`config.mk`:
```
export PLATFORM = sky130hd
export DESIGN_NAME = ring_seq_monitor
export DESIGN_NICKNAME = d
export VERILOG_FILES = /design/src/rtl/ring_pkg.sv /design/src/rtl/ring_onehot_dec.sv /design/src/rtl/ring_seq_monitor.sv
export SDC_FILE = /design/constraint.sdc
export NUM_CORES = 1
export LEC_CHECK = 0
export ABC_AREA = 1
export BUFFER_PORTS_ARGS = -buffer_cell sky130_fd_sc_hd__buf_2
export CAP_MARGIN = 20
export CORE_MARGIN = 1
export CORE_UTILIZATION = 49
export DETAILED_ROUTE_END_ITERATION = 7
export PLACE_DENSITY_LB_ADDON = 0.25
export SLEW_MARGIN = 40
export SYNTH_ARGS = -nofsm -noshare
export SYNTH_HDL_FRONTEND = slang
export SYNTH_HIERARCHICAL = 1
export SYNTH_SLANG_ARGS = --single-unit
```
`constraint.sdc`:
```
create_clock -name clk -period 1.2 [get_ports clk]
set_input_delay 0.06 -clock clk [delete_from_list [all_inputs] [get_ports clk]]
set_output_delay 0.06 -clock clk [all_outputs]
set_load 0.005 [all_outputs]
```
`src/rtl/ring_pkg.sv`:
```
`timescale 1ns/1ps
`default_nettype none
// ============================================================================
// Module   : ring_pkg
// Desc     : Shared types, direction constants and rotate helper for ring users
// Revision : 1.0 - initial release
// ============================================================================
package ring_pkg;

  typedef enum logic [1:0] {
    SEARCH = 2'd0,
    TRACK  = 2'd1,
    LOCKED = 2'd2
  } ring_state_e;

  localparam logic DIR_RIGHT  = 1'b0;
  localparam logic DIR_LEFT   = 1'b1;
  localparam int   RING_MAX_W = 64;
  localparam int   RING_IDX_W = 6;

  // Words up to RING_MAX_W bits; only the low w bits take part in the rotation.
  function automatic logic [RING_MAX_W-1:0] ring_rotate(
    input logic [RING_MAX_W-1:0] q,
    input int                    w,
    input logic                  dir
  );
    logic [RING_MAX_W-1:0] r;
    int                    j;
    r = '0;
    for (int i = 0; i < RING_MAX_W; i++) begin
      if (i < w) begin
        j    = (dir == DIR_RIGHT) ? ((i + 1) % w) : ((i + w - 1) % w);
        r[i] = q[j[RING_IDX_W-1:0]];
      end
    end
    return r;
  endfunction

endpackage
`default_nettype wire

```
`src/rtl/ring_onehot_dec.sv`:
```
`timescale 1ns/1ps
`default_nettype none
// ============================================================================
// Module   : ring_onehot_dec
// Desc     : Combinational one-hot ring word decoder: binary index + legal flag
// Revision : 1.0 - initial release
// ============================================================================
module ring_onehot_dec #(
  parameter  int WIDTH = 4,
  localparam int IW    = $clog2(WIDTH)
) (
  input  logic [WIDTH-1:0] ring_i,
  output logic [IW-1:0]    idx_o,
  output logic             legal_o
);

  // OR of set-bit positions; only meaningful when legal_o is high.
  always_comb begin
    idx_o = '0;
    for (int i = 0; i < WIDTH; i++) begin
      if (ring_i[i]) idx_o = idx_o | IW'(i);
    end
  end

  assign legal_o = ($countones(ring_i) == 1);

endmodule
`default_nettype wire

```
`src/rtl/ring_seq_monitor.sv`:
```
`timescale 1ns/1ps
`default_nettype none
// ============================================================================
// Module   : ring_seq_monitor
// Desc     : Decodes a sampled one-hot ring word and checks its cyclic rotation.
//            Optional macro SEQ_ERR_STICKY_EN adds err_clr / err_sticky.
// Revision : 1.0 - initial release
// ============================================================================
module ring_seq_monitor
  import ring_pkg::*;
#(
  parameter int WIDTH    = 4,
  parameter int DIR      = 0,
  parameter int LOCK_CNT = 3,
  parameter int ERR_W    = 8
) (
  input  logic                     clk,
  input  logic                     reset_n,
  input  logic                     en,
  input  logic [WIDTH-1:0]         ring_in,
`ifdef SEQ_ERR_STICKY_EN
  input  logic                     err_clr,
  output logic                     err_sticky,
`endif
  output logic [$clog2(WIDTH)-1:0] idx,
  output logic                     idx_valid,
  output logic                     locked,
  output logic                     seq_err,
  output logic                     wrap,
  output logic [ERR_W-1:0]         err_count
);

  localparam int             IW         = $clog2(WIDTH);
  localparam int             CW         = $clog2(LOCK_CNT + 1);
  localparam logic [CW-1:0]  LOCK_CNT_C = CW'(LOCK_CNT);
  localparam logic           DIR_BIT    = (DIR != 0) ? DIR_LEFT : DIR_RIGHT;

  ring_state_e      state_q;
  logic [WIDTH-1:0] prev_q;
  logic [CW-1:0]    cnt_q;
  logic [IW-1:0]    idx_q;
  logic             idx_valid_q;
  logic             locked_q;
  logic             seq_err_q;
  logic             wrap_q;
  logic [ERR_W-1:0] err_count_q;
  logic [ERR_W-1:0] err_count_d;
`ifdef SEQ_ERR_STICKY_EN
  logic             err_sticky_q;
`endif

  logic [IW-1:0]    w_idx;
  logic             w_legal;
  logic [WIDTH-1:0] w_rot;
  logic             w_good;
  logic [CW-1:0]    w_cnt_inc;
  logic             w_err_ev;
  logic             w_wrap_ev;

  ring_onehot_dec #(.WIDTH(WIDTH)) u_dec (
    .ring_i  (ring_in),
    .idx_o   (w_idx),
    .legal_o (w_legal)
  );

  // prev_q only ever holds a legal word outside SEARCH.
  assign w_rot     = WIDTH'(ring_rotate(RING_MAX_W'(prev_q), WIDTH, DIR_BIT));
  assign w_good    = w_legal && (state_q != SEARCH) && (ring_in == w_rot);
  assign w_cnt_inc = cnt_q + 1'b1;
  assign w_err_ev  = en && (state_q == LOCKED) && !w_good;
  assign w_wrap_ev = en && w_good && (w_idx == '0) &&
                     ((state_q == LOCKED) ||
                      ((state_q == TRACK) && (w_cnt_inc == LOCK_CNT_C)));

  // A clear and an increment in the same cycle leaves the count at one.
  always_comb begin
    err_count_d = err_count_q;
`ifdef SEQ_ERR_STICKY_EN
    if (err_clr) err_count_d = '0;
`endif
    if (w_err_ev && (err_count_d != '1)) err_count_d = err_count_d + 1'b1;
  end

  always_ff @(posedge clk or negedge reset_n) begin
    if (!reset_n) begin
      state_q      <= SEARCH;
      prev_q       <= '0;
      cnt_q        <= '0;
      idx_q        <= '0;
      idx_valid_q  <= 1'b0;
      locked_q     <= 1'b0;
      seq_err_q    <= 1'b0;
      wrap_q       <= 1'b0;
      err_count_q  <= '0;
`ifdef SEQ_ERR_STICKY_EN
      err_sticky_q <= 1'b0;
`endif
    end else begin
      seq_err_q   <= w_err_ev;
      wrap_q      <= w_wrap_ev;
      err_count_q <= err_count_d;
`ifdef SEQ_ERR_STICKY_EN
      if (w_err_ev)     err_sticky_q <= 1'b1;
      else if (err_clr) err_sticky_q <= 1'b0;
`endif
      if (en) begin
        idx_valid_q <= w_legal;
        if (w_legal) idx_q <= w_idx;
        if (w_good) begin
          prev_q <= ring_in;
          if (state_q == TRACK) begin
            cnt_q <= w_cnt_inc;
            if (w_cnt_inc == LOCK_CNT_C) begin
              state_q  <= LOCKED;
              locked_q <= 1'b1;
            end
          end
        end else if (w_legal) begin
          prev_q   <= ring_in;
          cnt_q    <= '0;
          state_q  <= TRACK;
          locked_q <= 1'b0;
        end else begin
          cnt_q    <= '0;
          state_q  <= SEARCH;
          locked_q <= 1'b0;
        end
      end
    end
  end

  assign idx       = idx_q;
  assign idx_valid = idx_valid_q;
  assign locked    = locked_q;
  assign seq_err   = seq_err_q;
  assign wrap      = wrap_q;
  assign err_count = err_count_q;
`ifdef SEQ_ERR_STICKY_EN
  assign err_sticky = err_sticky_q;
`endif

endmodule
`default_nettype wire

```
==> results.md, run 1 <==
- Status: finished with violations
- Failing checks: negative setup slack
- Top cells by area, synth: dfrtp_1 (44%), nand2_1 (15%), inv_1 (5.4%)
- Port Buffers: 20
- CP bufs+invs: 3
- First-pass DRT Iterations: 4
- CP most frequent cell: ha_4
- Commonest cells after routing, fill and taps aside: nand2_1 (42), dfrtp_1 (21), buf_2 (18)
- Relative slew slack: 63.51%
- Syn Nets: 156
- Initial DRC count: 12
- Post-synth top area share: 44.07%
- Pwr dens: 1081 nW/µm²
- Initial antenna violation count: 0
- DRC: 0
- Antenna viol nets, final: 0
- Final hold vios: 0
- Fin Clk Skew: 0.01246 ns
- Actual slew at the worst max-slew pin: 0.5435 ns
- Largest net degree at the start of global routing: 22
- CP delay by family, top: adder cells
- Sw Share: 33.28%
- Setup CP Type: in2reg
- Worst path required time: 1.43 ns
- Worst setup EP type: flip-flop
- Placed instance area: 1455 µm²
- F_max: 0.6116 GHz
- Critical Path Fanout Max: 7
- Area growth syn-to-layout: 32.63%
- Clk slew on worst S/H paths: 0.13 ns
- Critical path's slowest cell: fa_2
- DIE AREA: 2635 µm²
- Crit path cell chain: buf_8, ha_4, fa_2, ha_4, inv_2, nand2_2, nor2_4, o21ai_2, nor2_2, buf_4, nand3_4, nand4_1, nand2_1
- Leak pwr: 0.8387 nW
- Nets@finish: 197
- Die Y-Extent: 51.33 µm
- Post-route setup slack: -0.4350 ns
- Clock buffer count from CTS: 3
- GPL Wtd Cong: 0.8976
- Commonest non-fill, non-tap cell in the layout: nand2_1
- Clock root cell: clkbuf_4
- YS warnings: 6
- Final WL: 2589 µm
- Tcrit/Tclk final: 136.2%
- Total gr overflow: 0
- IR drop worst, VDD: 0.9460 mV
- Seq pwr share: 51.8%
- Number of clock sinks: 21
- CTS tree: done
- CTS Buffer Depth: 2
- Power share of the clock group: 21.1%
- Net Sw Power: 0.5692 mW
- Worst hold path type: in2reg
- Synthesized cell area: 1192 µm²
- Synth Area per Inst: 8.281 µm²
- Starting Density: 52.89%
- Vias per inst: 5.085
- P_int: 1.141 mW
- Number of synthesized register bits: 21
- RSZ-0062 raised after global routing: true
- First-pass GRT wire length: 4353 µm
- Min Tclk post-route: 1.635 ns
- Crit path DAT: 1.86 ns
- Combined global-route utilization of all metal layers: 22.77%
- # IOs: 21
- Ant diodes: 0
- Setup TNS: -6.438 ns
- WL/cell: 12.21 µm
- Num rows: 17
- Final core occ: 70.14%
- Gate power share: 27.1%
- Crit path launch type: input pin
- Slew Viols, Final: 0
- Layout cell share with drive strength beyond 1: 34.24%
- Design area: 1582 µm²
- Number of global-route vias before repair: 1,058
- Final setup viols: 21
- Hold slack final: 0.01460 ns
- Synth area leader: dfrtp_1
- MaxCap Viol Count: 0
- Largest stage delay on the critical path: 0.37 ns
- Dpl hpwl: 1886 µm
- Dpl cells: 205
- Post-place setup slack: -0.8187 ns
- Chip Width: 51.33 µm
- DR vias: 1,078
- H-tree levels: 1
- Finished Layout Cells: 212
- Worst-skew pair later-pin latency: 0.32 ns
- Unique masters post-synth: 26
- CORE AREA: 2255 µm²
- Sequential-to-total area share from yosys stat: 44.07%
- Gate Count Post-Synth: 144
- Overall power: 1.710 mW
-- cell families after synthesis --
logic type | synth area share, %
mux | 0.8395
simple gates | 32.95
xor+xnor | 3.673
fa+ha+maj | 5.876
buf+inv | 6.925
compound gates | 5.666
flops | 44.07
-- worst reg2reg max path, stage by stage (launching register included) --
cell     delay (ns)
dfrtp_1        0.41
xnor2_1        0.47
nand3_4        0.21
nand3_4        0.17
nand2_1        0.07
nand2_1        0.06
-- registers in the layout (all words and copies together), names as in the netlist --
name / count
state_q: 2
idx: 2
idx_valid: 1
prev_q: 4
wrap: 1
seq_err: 1
cnt_q: 2
err_count: 8
-- worst paths after layout --
check                                      startpoint                        to  cells past startpoint  slack (ns)
worst min register to register  idx_valid$_DFFE_PN0P_     idx_valid$_DFFE_PN0P_                      2        0.48
worst max register to register  prev_q[0]$_DFFE_PN0P_  err_count[4]$_DFFE_PN0P_                      5       -0.25
worst max-delay path                       ring_in[1]  err_count[2]$_DFFE_PN0P_                     13       -0.43
min in group asynchronous                     reset_n        idx[0]$_DFFE_PN0P_                      2        0.20
worst min-delay path                       ring_in[0]     prev_q[0]$_DFFE_PN0P_                      3        0.01
max in group asynchronous                     reset_n  err_count[4]$_DFFE_PN0P_                      2        0.67
-- power groups by stage --
stage	sequential [mW]	combinational [mW]	clock [mW]
3_3_place_gp	0.895	0.378	0
5_1_grt	0.898	0.532	0.403
2_1_floorplan	0.895	0.245	0
6_report	0.885	0.464	0.361
4_1_cts	0.885	0.458	0.375
3_5_place_dp	0.900	0.392	0
-- final cells by class --
class / instances / area (µm²)
Sequential cell: 21 / 525.5
Tap cell: 28 / 35.03
Clock buffer: 3 / 22.52
Multi-Input combinational cell: 104 / 676.9
Fill cell: 188 / 673.1
Clock inverter: 1 / 7.507
Timing Repair Buffer: 37 / 246.5
Inverter: 18 / 67.56
-- synth_stat cells, drive strengths merged --
| cell type | instances |
|---|---|
| nor2 | 9 |
| nor3 | 2 |
| dfrtp | 21 |
| o21a | 1 |
| and2 | 1 |
| o21ai | 9 |
| nand3 | 9 |
| clkbuf | 1 |
| xor2 | 2 |
| fa | 1 |
| buf | 1 |
| or2 | 2 |
| mux2i | 1 |
| a21oi | 3 |
| nand4 | 8 |
| nand2 | 47 |
| nand3b | 1 |
| inv | 18 |
| ha | 4 |
| xnor2 | 3 |
-- repair_timing --
action | CTS | global route
hold endpoints to repair | 21 | 0
hold buffers | 1 | 0
pin swaps | 7 | 10
cloned | 1 | 0
endpoints found under the setup margin | 21 | 21
buffers inserted | 2 | 0
gates resized for setup | 12 | 7
-- routing by layer --
metal / vias up / GRT usage [%] / routed length, µm
met5: - / 0 / 0
met4: 0 / 8.108 / 50
met3: 6 / 6.548 / 81
met2: 17 / 38.16 / 1272
met1: 509 / 27.81 / 1185
li1: 546 / - / -
No activity file was read; power rests on OpenSTA's default activity.
==> run 2: changes to the inputs <==
--- a/config.mk
+++ b/config.mk
@@ -8,10 +8,11 @@
 export ABC_AREA = 1
 export BUFFER_PORTS_ARGS = -buffer_cell sky130_fd_sc_hd__buf_2
 export CAP_MARGIN = 20
-export CORE_MARGIN = 1
+export CORE_MARGIN = 1.5
 export CORE_UTILIZATION = 49
 export DETAILED_ROUTE_END_ITERATION = 7
 export PLACE_DENSITY_LB_ADDON = 0.25
+export REMOVE_ABC_BUFFERS = 1
 export SLEW_MARGIN = 40
 export SYNTH_ARGS = -nofsm -noshare
 export SYNTH_HDL_FRONTEND = slang
==> run 2 against run 1 <==
Against the previous run:
- the run still ends with negative setup slack left
- sequential share of layout area is 0.23 points lower
- register-to-register slack worse by 0.06 ns
- count of clock-buffer cells in the layout stayed put
- sequential cell count stayed put
- global-route usage is 1.0 points higher
- final cell count stayed put
- critical path depth stayed put
- critical path type unchanged
- largest cell class unchanged
- largest power group unchanged
- highest routed layer unchanged
==> results.md, run 2 (same netlist as run 1, synthesis figures left out) <==
- Status: finished with violations
- Failing checks: negative setup slack
- Vias per inst: 5.146 (+1.2%)
- Worst path required time: 1.43 ns (about the same)
- Crit path cell chain: buf_6, ha_4, fa_2, ha_4, inv_2, nand2_2, nor2_4, o21ai_2, nor2_4, buf_6, nand3_4, nand4_1, nand2_1
- First-pass GRT wire length: 4726 µm (+8.6%)
- Combined global-route utilization of all metal layers: 23.79% (+1.0 points)
- DIE AREA: 2738 µm² (+3.9%)
- Area growth syn-to-layout: 33.58%
- Layout cell share with drive strength beyond 1: 34.24% (unchanged)
- CP startpoint: ring_in[0]
- RSZ-0062 raised after global routing: true
- Final hold vios: 0 (unchanged)
- CORE AREA: 2255 µm² (unchanged)
- Actual slew at the worst max-slew pin: 0.5487 ns (+0.005236 ns)
- DRC: 0 (unchanged)
- Slew Viols, Final: 0 (unchanged)
- Clock buffer count from CTS: 3 (unchanged)
- First-pass DRT Iterations: 4 (unchanged)
- Ant diodes: 0 (unchanged)
- Starting Density: 52.89% (unchanged)
- Crit path launch type: input pin
- Clk slew on worst S/H paths: 0.13 ns (about the same)
- Die Y-Extent: 52.33 µm (+1.9%)
- Critical path's slowest cell: fa_2
- Setup CP Type: in2reg
- Placed instance area: 1418 µm² (-2.6%)
- Sequential Area: 525.5 µm² (unchanged)
- Port Buffers: 20 (unchanged)
- WL/cell: 13.43 µm (+10%)
- Nets@finish: 197 (unchanged)
- DR vias: 1,091 (+1.2%)
- Commonest non-fill, non-tap cell in the layout: nand2_1
- Leak pwr: 0.8447 nW (+0.71%)
- Number of clock sinks: 21 (unchanged)
- Antenna viol nets, final: 0 (unchanged)
- CTS Buffer Depth: 2 (unchanged)
- F_max: 0.6137 GHz (+0.33%)
- Number of global-route vias before repair: 1,126 (+6.4%)
- Initial antenna violation count: 0 (unchanged)
- Worst Hold Launch: en
- Design area: 1593 µm² (+0.71%)
- Worst hold path type: in2reg
- Num rows: 17 (unchanged)
- GPL Wtd Cong: 0.7842 (-13%)
- Pwr dens: 1115 nW/µm² (+3.1%)
- Final WL: 2847 µm (+10%)
- Final setup viols: 21 (unchanged)
- Area of the multi-input gates: 694.4 µm² (+2.6%)
- Fill count: 177 (-5.9%)
- Relative slew slack: 63.15% (-0.35 points)
- Final core occ: 70.64% (+0.50 points)
- Chip Width: 52.33 µm (+1.9%)
- Commonest cells after routing, fill and taps aside: nand2_1 (42), dfrtp_1 (21), buf_2 (18)
- Finished Layout Cells: 212 (unchanged)
- IR drop worst, VDD: 0.9940 mV (+5.1%)
- Min Tclk post-route: 1.630 ns (-0.005399 ns)
- Worst setup EP type: flip-flop
- Critical Path Fanout Max: 7 (unchanged)
- H-tree levels: 1 (unchanged)
- Tcrit/Tclk final: 135.8% (-0.45 points)
- Crit path DAT: 1.86 ns (about the same)
- Post-route setup slack: -0.4296 ns (+0.005399 ns)
- Fin Clk Skew: 0.002007 ns (-0.01045 ns)
- Largest register FFs: 8 (unchanged)
- CTS tree: done
- # IOs: 21 (unchanged)
- RR Startpoint: err_count[0]$_DFFE_PN0P_
- Largest net degree at the start of global routing: 22 (unchanged)
- Total gr overflow: 0 (unchanged)
- Largest stage delay on the critical path: 0.36 ns (about the same)
- Hold slack final: 0.1158 ns (+0.1012 ns)
- Dpl hpwl: 1840 µm (-2.5%)
- Clock root cell: clkbuf_4
- MaxCap Viol Count: 0 (unchanged)
- Worst-skew pair later-pin latency: 0.32 ns (about the same)
- Dpl cells: 204 (-0.49%)
- Initial DRC count: 28 (+16)
## run 2: cell types whose count changed in the layout (fill, tap and decap cells not counted), sizes merged
| cell | delta |
|---|---|
| clkinvlp | -1 |
| nand2 | +1 |
| clkinv | +1 |
| buf | -1 |
## run 2: power by group
| part | leakage [nW] | switching [mW] | internal, mW |
|---|---|---|---|
| sequential | 0.279 | 0.0768 | 0.813 |
| combinational | 0.548 | 0.305 | 0.218 |
| clock | 0.0177 | 0.240 | 0.125 |
## run 2: routing by layer
| layer | vias to the layer above | global-route usage (%) | part of all wire [%] |
|---|---|---|---|
| li1 | 548 | - | - |
| met1 | 505 | 29.30 | 46 |
| met2 | 31 | 39.17 | 48 |
| met3 | 7 | 4.000 | 3.9 |
| met4 | 0 | 13.25 | 2.3 |
| met5 | - | 0 | 0 |
## run 2: final timing paths
check,end,slack [ns],cells after the start
setup / recovery,err_count[5]$_DFFE_PN0P_,-0.43,13
hold / removal,state_q[0]$_DFFE_PN0P_,0.12,3
setup reg to reg,err_count[6]$_DFFE_PN0P_,-0.31,7
hold reg to reg,idx_valid$_DFFE_PN0P_,0.51,2
max in group asynchronous,err_count[1]$_DFFE_PN0P_,0.68,2
min in group asynchronous,prev_q[1]$_DFFE_PN0P_,0.20,2
## run 2: metrics by stage
step           power [mW]  setup TNS [ns]  setup slack (ns)
2_1_floorplan       1.115          -12.37           -0.6779
3_3_place_gp        1.261          -17.08           -0.8661
3_5_place_dp        1.290          -18.77           -0.9670
4_1_cts             1.731          -6.500           -0.4472
5_1_grt             1.903          -7.604           -0.4974
6_report            1.777          -6.601           -0.4296
## run 2: cell type report
| cell class | instances | area share [%] |
|---|---|---|
| inverters | 18 | 4.242 |
| flip-flops and latches | 21 | 32.99 |
| multi-input cells | 105 | 43.60 |
| clock buffers | 3 | 1.414 |
| clock inverters | 1 | 0.3142 |
| repair buffers | 36 | 15.24 |
| well taps | 28 | 2.200 |
## run 2: what timing repair did
action | 4_1_cts | 5_1_grt
endpoints found under the hold margin | 21 | 0
gates cloned | 2 | 0
endpoints found under the setup margin | 21 | 21
pin swaps | 10 | 7
hold buffers | 1 | 0
setup buffers | 3 | 1
gates resized for setup | 15 | 11
## run 2: worst max-delay path: cells and delay by family
| kind | cells | cell delay, ns |
|---|---|---|
| adders and majority gates | 3 | 0.81 |
| and+or+nand+nor | 6 | 0.63 |
| buffers and inverters | 3 | 0.27 |
| AOI/OAI and AO/OA | 1 | 0.09 |
